### src/rtl/tetris_pkg.sv
// Shared types and constants for the tetris line-clear engine.
//   DEF_ROWS / DEF_COLS : default playfield geometry
//   row_clr_state_t     : line-clear FSM states
//   SCORE_TBL           : points per pass indexed by min(lines,4)
//   is_full_row()       : true when the low `cols` bits of a row word are all set
package tetris_pkg;

  localparam int unsigned DEF_ROWS = 20;
  localparam int unsigned DEF_COLS = 10;
  localparam int unsigned SCORE_W  = 24;

  typedef enum logic [2:0] {
    IDLE  = 3'd0,
    READ  = 3'd1,
    EVAL  = 3'd2,
    WRITE = 3'd3,
    FILL  = 3'd4,
    DONE  = 3'd5
  } row_clr_state_t;

  localparam logic [SCORE_W-1:0] SCORE_TBL [5] = '{24'd0, 24'd40, 24'd100, 24'd300, 24'd1200};

  function automatic logic is_full_row(input logic [31:0] word, input int unsigned cols);
    logic full;
    full = 1'b1;
    for (int unsigned i = 0; i < 32; i++) begin
      if ((i < cols) && !word[i]) full = 1'b0;
    end
    return full;
  endfunction

endpackage

### src/rtl/tetris_score_acc.sv
// Saturating score accumulator for the line-clear engine.
// Only instantiated when TETRIS_ROW_CLEAR_SCORE_EN is defined.
// Ports:
//   CLK, RESET : clock, synchronous active-high reset (clears score)
//   add        : one-cycle strobe, adds the table value for `lines`
//   lines      : rows cleared by the pass just finished
//   score      : cumulative score, saturates at all ones
module tetris_score_acc
  import tetris_pkg::*;
#(
  parameter int unsigned CNT_W = 5
) (
  input  logic               CLK,
  input  logic               RESET,
  input  logic               add,
  input  logic [CNT_W-1:0]   lines,
  output logic [SCORE_W-1:0] score
);

  logic [2:0]       idx;
  logic [SCORE_W:0] sum;

  // Table index clamps at four lines; extra bit of the sum flags overflow.
  always_comb begin
    idx = (lines > CNT_W'(4)) ? 3'd4 : 3'(lines);
    sum = {1'b0, score} + {1'b0, SCORE_TBL[idx]};
  end

  always_ff @(posedge CLK) begin
    if (RESET) begin
      score <= '0;
    end else if (add) begin
      score <= sum[SCORE_W] ? '1 : sum[SCORE_W-1:0];
    end
  end

endmodule

### src/rtl/tetris_row_clear.sv
// Line-clear engine: scans the board RAM bottom to top, drops full rows,
// shifts survivors down and zero-fills the vacated top rows.
// Optional scoring is enabled by defining TETRIS_ROW_CLEAR_SCORE_EN.
// Ports:
//   CLK, RESET     : clock, synchronous active-high reset
//   start          : request a pass (sampled in IDLE only)
//   busy, done     : pass in progress / one-cycle completion pulse
//   lines_cleared  : full rows removed by the last pass
//   mem_*          : board RAM port A (read data valid the cycle after mem_rden)
//   score          : cumulative score (zero when scoring is disabled)
module tetris_row_clear
  import tetris_pkg::*;
#(
  parameter int unsigned ROWS   = DEF_ROWS,
  parameter int unsigned COLS   = DEF_COLS,
  parameter int unsigned ADDR_W = 12,
  parameter int unsigned CNT_W  = 5
) (
  input  logic              CLK,
  input  logic              RESET,
  input  logic              start,
  output logic              busy,
  output logic              done,
  output logic [CNT_W-1:0]  lines_cleared,
  output logic [ADDR_W-1:0] mem_addr,
  output logic              mem_rden,
  output logic              mem_wren,
  output logic [31:0]       mem_wdata,
  input  logic [31:0]       mem_rdata,
  output logic [23:0]       score
);

  row_clr_state_t    state_q, state_d;
  logic [ADDR_W-1:0] rd_ptr_q, rd_ptr_d;
  logic [ADDR_W-1:0] wr_ptr_q, wr_ptr_d;
  logic [CNT_W-1:0]  cnt_q, cnt_d;
  logic [CNT_W-1:0]  rows_left_q, rows_left_d;

  logic              busy_d, done_d, mem_rden_d, mem_wren_d;
  logic [CNT_W-1:0]  lines_d;
  logic [ADDR_W-1:0] mem_addr_d;
  logic [31:0]       mem_wdata_d;

  // Where the scan goes once the current row has been fully handled.
  function automatic row_clr_state_t after_row(input logic [CNT_W-1:0] left,
                                               input logic [CNT_W-1:0] n);
    if (left != '0) return READ;
    if (n != '0)    return FILL;
    return DONE;
  endfunction

  always_ff @(posedge CLK) begin
    if (RESET) begin
      state_q       <= IDLE;
      rd_ptr_q      <= '0;
      wr_ptr_q      <= '0;
      cnt_q         <= '0;
      rows_left_q   <= '0;
      busy          <= 1'b0;
      done          <= 1'b0;
      lines_cleared <= '0;
      mem_addr      <= '0;
      mem_rden      <= 1'b0;
      mem_wren      <= 1'b0;
      mem_wdata     <= '0;
    end else begin
      state_q       <= state_d;
      rd_ptr_q      <= rd_ptr_d;
      wr_ptr_q      <= wr_ptr_d;
      cnt_q         <= cnt_d;
      rows_left_q   <= rows_left_d;
      busy          <= busy_d;
      done          <= done_d;
      lines_cleared <= lines_d;
      mem_addr      <= mem_addr_d;
      mem_rden      <= mem_rden_d;
      mem_wren      <= mem_wren_d;
      mem_wdata     <= mem_wdata_d;
    end
  end

  // Next state and pointers; outputs are precomputed from the next state so
  // the registered port values line up with the state they belong to.
  always_comb begin
    state_d     = state_q;
    rd_ptr_d    = rd_ptr_q;
    wr_ptr_d    = wr_ptr_q;
    cnt_d       = cnt_q;
    rows_left_d = rows_left_q;

    case (state_q)
      IDLE: begin
        if (start) begin
          rd_ptr_d    = ADDR_W'(ROWS - 1);
          wr_ptr_d    = ADDR_W'(ROWS - 1);
          cnt_d       = '0;
          rows_left_d = CNT_W'(ROWS);
          state_d     = READ;
        end
      end
      READ: state_d = EVAL;
      EVAL: begin
        rd_ptr_d    = rd_ptr_q - ADDR_W'(1);
        rows_left_d = rows_left_q - CNT_W'(1);
        if (is_full_row(mem_rdata, COLS)) begin
          cnt_d   = cnt_q + CNT_W'(1);
          state_d = after_row(rows_left_d, cnt_d);
        end else if (wr_ptr_q != rd_ptr_q) begin
          state_d = WRITE;
        end else begin
          wr_ptr_d = wr_ptr_q - ADDR_W'(1);
          state_d  = after_row(rows_left_d, cnt_d);
        end
      end
      WRITE: begin
        wr_ptr_d = wr_ptr_q - ADDR_W'(1);
        state_d  = after_row(rows_left_q, cnt_q);
      end
      // After the scan wr_ptr sits at cnt-1, so filling down to row 0 writes cnt rows.
      FILL: begin
        wr_ptr_d = wr_ptr_q - ADDR_W'(1);
        state_d  = (wr_ptr_q == '0) ? DONE : FILL;
      end
      DONE:    state_d = IDLE;
      default: state_d = IDLE;
    endcase

    busy_d     = (state_d != IDLE);
    done_d     = (state_d == DONE);
    mem_rden_d = (state_d == READ);
    mem_wren_d = (state_d == WRITE) || (state_d == FILL);
    lines_d    = (state_d == DONE) ? cnt_d : lines_cleared;

    mem_addr_d = '0;
    if (state_d == READ)    mem_addr_d = rd_ptr_d;
    else if (mem_wren_d)    mem_addr_d = wr_ptr_d;

    // WRITE is only entered from EVAL, so the live read word is the one to move.
    mem_wdata_d = (state_d == WRITE) ? mem_rdata : 32'd0;
  end

`ifdef TETRIS_ROW_CLEAR_SCORE_EN
  tetris_score_acc #(
    .CNT_W (CNT_W)
  ) u_score (
    .CLK   (CLK),
    .RESET (RESET),
    .add   (done),
    .lines (cnt_q),
    .score (score)
  );
`else
  assign score = '0;
`endif

endmodule
### config.mk
export PLATFORM = sky130hd
export DESIGN_NAME = tetris_row_clear
export DESIGN_NICKNAME = d
export VERILOG_FILES = /design/src/rtl/tetris_pkg.sv /design/src/rtl/tetris_score_acc.sv /design/src/rtl/tetris_row_clear.sv
export SDC_FILE = /design/constraint.sdc
export NUM_CORES = 1
export LEC_CHECK = 0
export ABC_CLOCK_PERIOD_IN_PS = 2650
export CAP_MARGIN = 5
export CORE_AREA = 2 2 76 150
export CTS_CLUSTER_DIAMETER = 30
export CTS_CLUSTER_SIZE = 14
export DETAILED_ROUTE_END_ITERATION = 16
export DIE_AREA = 0 0 78 152
export GPL_ROUTABILITY_DRIVEN = 0
export PLACE_DENSITY_LB_ADDON = 0.2
export SLEW_MARGIN = 5
export SYNTH_ARGS = -nofsm -noshare
export SYNTH_HDL_FRONTEND = slang
export SYNTH_SLANG_ARGS = --single-unit
### constraint.sdc
create_clock -name CLK -period 2.65 [get_ports CLK]
set_input_delay 0.53 -clock CLK [delete_from_list [all_inputs] [get_ports CLK]]
set_output_delay 0.53 -clock CLK [all_outputs]
set_load 0.005 [all_outputs]
==> out/results.txt <==
The number of sinks on the clock net was 90. Entering global routing, the biggest net connects 22 pins. For the via count of the first global-routing pass, the log shows 3774. The tools report the startpoint type of the worst setup path as a register. The setup check on the worst reg-to-reg path leaves a slack of 80 ps.

The tightest hold margin was 502 ps. For this run, the post-layout net count is 639. 0 antenna diodes ended up in the layout. In this run the vertical extent of the chip is 152 um. For this block, wires on met1 add up to 4.15 mm. The root buffer cell chosen for the clock tree is sky130_fd_sc_hd__clkbuf_16. The warning count from the yosys run is 0, and the worst-case setup margin in the final layout is 78.4 ps.

The run finished with clean final reports. Using the TritonRoute via totals, the vias-per-cell ratio works out to 5.18. For this run, the top clock speed supported by timing is 389 MHz. Critical path endpoint category: a register. For the worst voltage drop across the vdd grid, the log shows 0.472 mV. In this run the worst path has a maximum fanout of 10. The largest total area in the synthesized netlist belongs to sky130_fd_sc_hd__dfxtp_1.

The highest layer used for signal routing was met4. For the number of placed cells counting well taps, the log shows 722. The final critical-path required period works out to 2570 ps. The completed layout was analyzed and its total power is 4.54 mW. Summing over every cut layer, the via total after detailed routing is 3850.

The die covers 11900 um2. In this run the tightest slew margin relative to its limit is 63.6%. For this block, the routed nets add up to 12.3 mm of wire.

The final instance area was 5910 um2; the number of cells on the worst reg-to-reg path was 12. Dividing the detail-routed wire length by the instance count gives 16.6 um. After detailed routing, the met3 layer carries 551 um of wire.

The tools report the DRC violation count after routing as 0. The number of standard cells in the final layout excluding fillers was 743. The area growth from synthesis to layout is 41.9%.

After the first detailed-routing iteration, the DRC count stood at 151. Across the routed clock network, the largest skew measured is 10.4 ps. The top cell type by area accounts for 43.3% of the synthesized area. The most frequent cell on the critical path is sky130_fd_sc_hd__buf_4.

For this run, the detailed router's first-pass iteration total came to 4. The path with the worst hold slack has its endpoint at lines_cleared[0]$_SDFFE_PP0P_. In this run the critical register-to-register path is launched from wr_ptr_q[0]$_SDFF_PP0_. Cells with a size suffix above 1 make up 18.4% of the layout.

Die boundary width: 78 um. Layout filler cell count: 998. The cell area after placement was 5480 um2; the total of buffers placed on input and output ports was 87.

At the worst endpoint, the arrival time is 2850 ps. The master of the slowest instance on the critical path is sky130_fd_sc_hd__o41a_1. The tools report the startpoint of the most critical hold path as lines_cleared[0]$_SDFFE_PP0P_.

At the worst endpoint, the required time is 2930 ps. In this run, CTS created clock tree buffers numbering 9. TritonCTS built the clock tree. Count of antenna-violating nets left after detailed routing: 0. The register clock-pin slew on the reported worst setup and hold paths was 70 ps. The critical path in this run is classified as register to register. The number of hold-slack violations in the final timing report is 0. Terminus of the critical flop-to-flop path: mem_wdata[16]$_SDFF_PP0_. In this run the power density over the cells is 769 nW/um2. The logs give 0 for the sum of overflow across all layers after global routing and 458 for the count of mapped cells out of synthesis. The type of the tightest min-delay check was register to register. For the distinct cell type count of the synthesized netlist, the log shows 66. In the finished design, the share of the clock period the worst path needs comes to 97.0%. Detailed placement finished with a half-perimeter wire length of 9.44 mm.

Yosys mapped a number of flops with a built-in enable equal to 0. CTS built an H-tree with a depth of 3. For the synthesized cell area, the log shows 4160 um2.

The leakage power of the design came out at 2.46 nW. At the placement stage, the worst setup path has a slack of -285 ps. The initial utilization of the core area, before any placement, comes to 38.5%. The number of max-cap violations was 0. Placeable core region: 10800 um2.

In the synthesized netlist the async set-or-reset flop fraction comes to 0%. By area the synthesized netlist is led by sky130_fd_sc_hd__dfxtp_1 (43%), sky130_fd_sc_hd__and2_1 (6.0%), sky130_fd_sc_hd__buf_4 (4.5%). Largest incremental delay on the critical path: 360 ps.

The clock reaches the later pin of the worst-skew pair after 350 ps. For this run, the leading register cell type out of synthesis is sky130_fd_sc_hd__dfxtp_1. The maximum clock path buffer count is 2, and the average cell area after synthesis is 9.09 um2. The number of core rows was 54.

In this run the count of I/O pins placed on the die edge is 112. The worst hold path was traced through 2 stages. In the global route stage, overall resource usage came out at 21.0%.

The routed length on met2 is 7.01 mm. The wire length of the first global-routing pass was 19.2 mm; the number of synthesized register bits was 90. The most common cell in the synthesized netlist is sky130_fd_sc_hd__dfxtp_1.

The commonest cells after synthesis are sky130_fd_sc_hd__dfxtp_1 (90), sky130_fd_sc_hd__nor2_1 (46), sky130_fd_sc_hd__and2_1 (40). At the pin with the least slew margin, the transition time is 541 ps. Setup violations remaining at the end of the flow were counted as 0. Traced cell by cell, the critical path runs through buf_4 -> inv_1 -> ha_2 -> and3_4 -> nand2_1 -> o41a_1 -> buf_4 -> and2_4 -> nor4b_4 -> buf_4 -> clkbuf_4 -> and2_1. The sequential area share after synthesis came out at 43.3%. The number of slew-limit violations in the final report was 0. The tools report the number of antenna violations at the first check in global routing as 0.
-- worst max-delay path by stage --
stage,startpoint,endpoint
final,wr_ptr_q[0]$_SDFF_PP0_,mem_wdata[16]$_SDFF_PP0_
after global routing,wr_ptr_q[0]$_SDFF_PP0_,mem_wdata[16]$_SDFF_PP0_
after CTS,rows_left_q[1]$_SDFFE_PP0P_,mem_addr[5]$_SDFF_PP0_
after detailed placement,mem_rdata[3],mem_addr[5]$_SDFF_PP0_
after global placement,mem_rdata[9],mem_addr[2]$_SDFF_PP0_
after floorplan,mem_rdata[5],mem_addr[7]$_SDFF_PP0_
-- layout make-up --
| type | instances | area (um2) | area share [%] |
|---|---|---|---|
| Multi-Input combinational cell | 332 | 2190 | 37.1 |
| Sequential cell | 90 | 1810 | 30.6 |
| Timing Repair Buffer | 153 | 1390 | 23.5 |
| Clock inverter | 6 | 73.8 | 1.25 |
| Inverter | 12 | 45.0 | 0.762 |
| Tap cell | 140 | 175 | 2.96 |
| Clock buffer | 10 | 229 | 3.88 |
-- per-layer routing --
metal  vias up  track usage, %
met5         -               0
met4         0            11.9
met3        39            3.98
met2       143            41.0
met1      1822            19.3
li1       1846               -
-- placed cells by master (no fill, tap or decap), types with 3 or more instances in the layout --
cell / instances
sky130_fd_sc_hd__dfxtp_1: 87
sky130_fd_sc_hd__clkdlybuf4s50_1: 87
sky130_fd_sc_hd__buf_4: 62
sky130_fd_sc_hd__nor2_1: 46
sky130_fd_sc_hd__and2_1: 39
sky130_fd_sc_hd__a21oi_1: 26
sky130_fd_sc_hd__nand2_1: 24
sky130_fd_sc_hd__conb_1: 24
sky130_fd_sc_hd__o21ai_0: 14
sky130_fd_sc_hd__xor2_1: 13
sky130_fd_sc_hd__inv_1: 11
sky130_fd_sc_hd__nor3_1: 10
sky130_fd_sc_hd__xnor2_1: 9
sky130_fd_sc_hd__a31oi_1: 9
sky130_fd_sc_hd__clkbuf_16: 9
sky130_fd_sc_hd__nand3_1: 7
sky130_fd_sc_hd__a211oi_1: 7
sky130_fd_sc_hd__nor4_1: 6
sky130_fd_sc_hd__nand2b_1: 6
sky130_fd_sc_hd__a22o_1: 6
sky130_fd_sc_hd__a32o_1: 5
sky130_fd_sc_hd__nor2b_1: 4
sky130_fd_sc_hd__mux2i_1: 4
sky130_fd_sc_hd__ha_1: 4
sky130_fd_sc_hd__and3_1: 3
sky130_fd_sc_hd__nand4_1: 3
sky130_fd_sc_hd__or4_1: 3
sky130_fd_sc_hd__a21o_1: 3
sky130_fd_sc_hd__clkinv_4: 3
sky130_fd_sc_hd__dfxtp_2: 3
-- sequential cells by signal (all words and copies together), names as in the netlist --
signal	count
done	1
rd_ptr_q	12
mem_rden	1
cnt_q	5
mem_addr	12
rows_left_q	5
lines_cleared	5
mem_wdata	32
state_q	3
mem_wren	1
busy	1
wr_ptr_q	12
-- cells by family after synthesis --
family          synth area share [%]
simple gates                    23.6
compound gates                  17.8
flops                           43.3
buf+inv                         7.84
xor+xnor                        4.63
fa+ha+maj                       1.80
mux                            0.962
other cells                   0.0901
-- worst max-delay path, delay by kind of cell, from the launching register on --
family	cells	cell delay, ps
simple gates	5	830
buf+inv	5	780
compound gates	1	360
flops	1	330
fa+ha+maj	1	220
-- report_power, final --
part           internal [mW]  switching (mW)
Combinational          0.796           0.870
Sequential              1.49          0.0832
Clock                  0.743           0.565
Total                   3.02            1.52
-- through the flow --
step                      utilization, %  setup TNS (ps)
after global placement              50.7           -5490
final                               54.7               0
after CTS                           53.6               0
after floorplan                        -               0
after detailed placement            50.7           -8100
after global routing                54.7            -109
-- timing repair --
action | 4_1_cts | 5_1_grt
resized for setup | 0 | 22
endpoints found under the setup margin | 1 | 47
pin swaps | 1 | 3
setup buffers | 1 | 3
hold buffers | 0 | 0
gates cloned | 0 | 1
(Power assumes the default switching activity.)
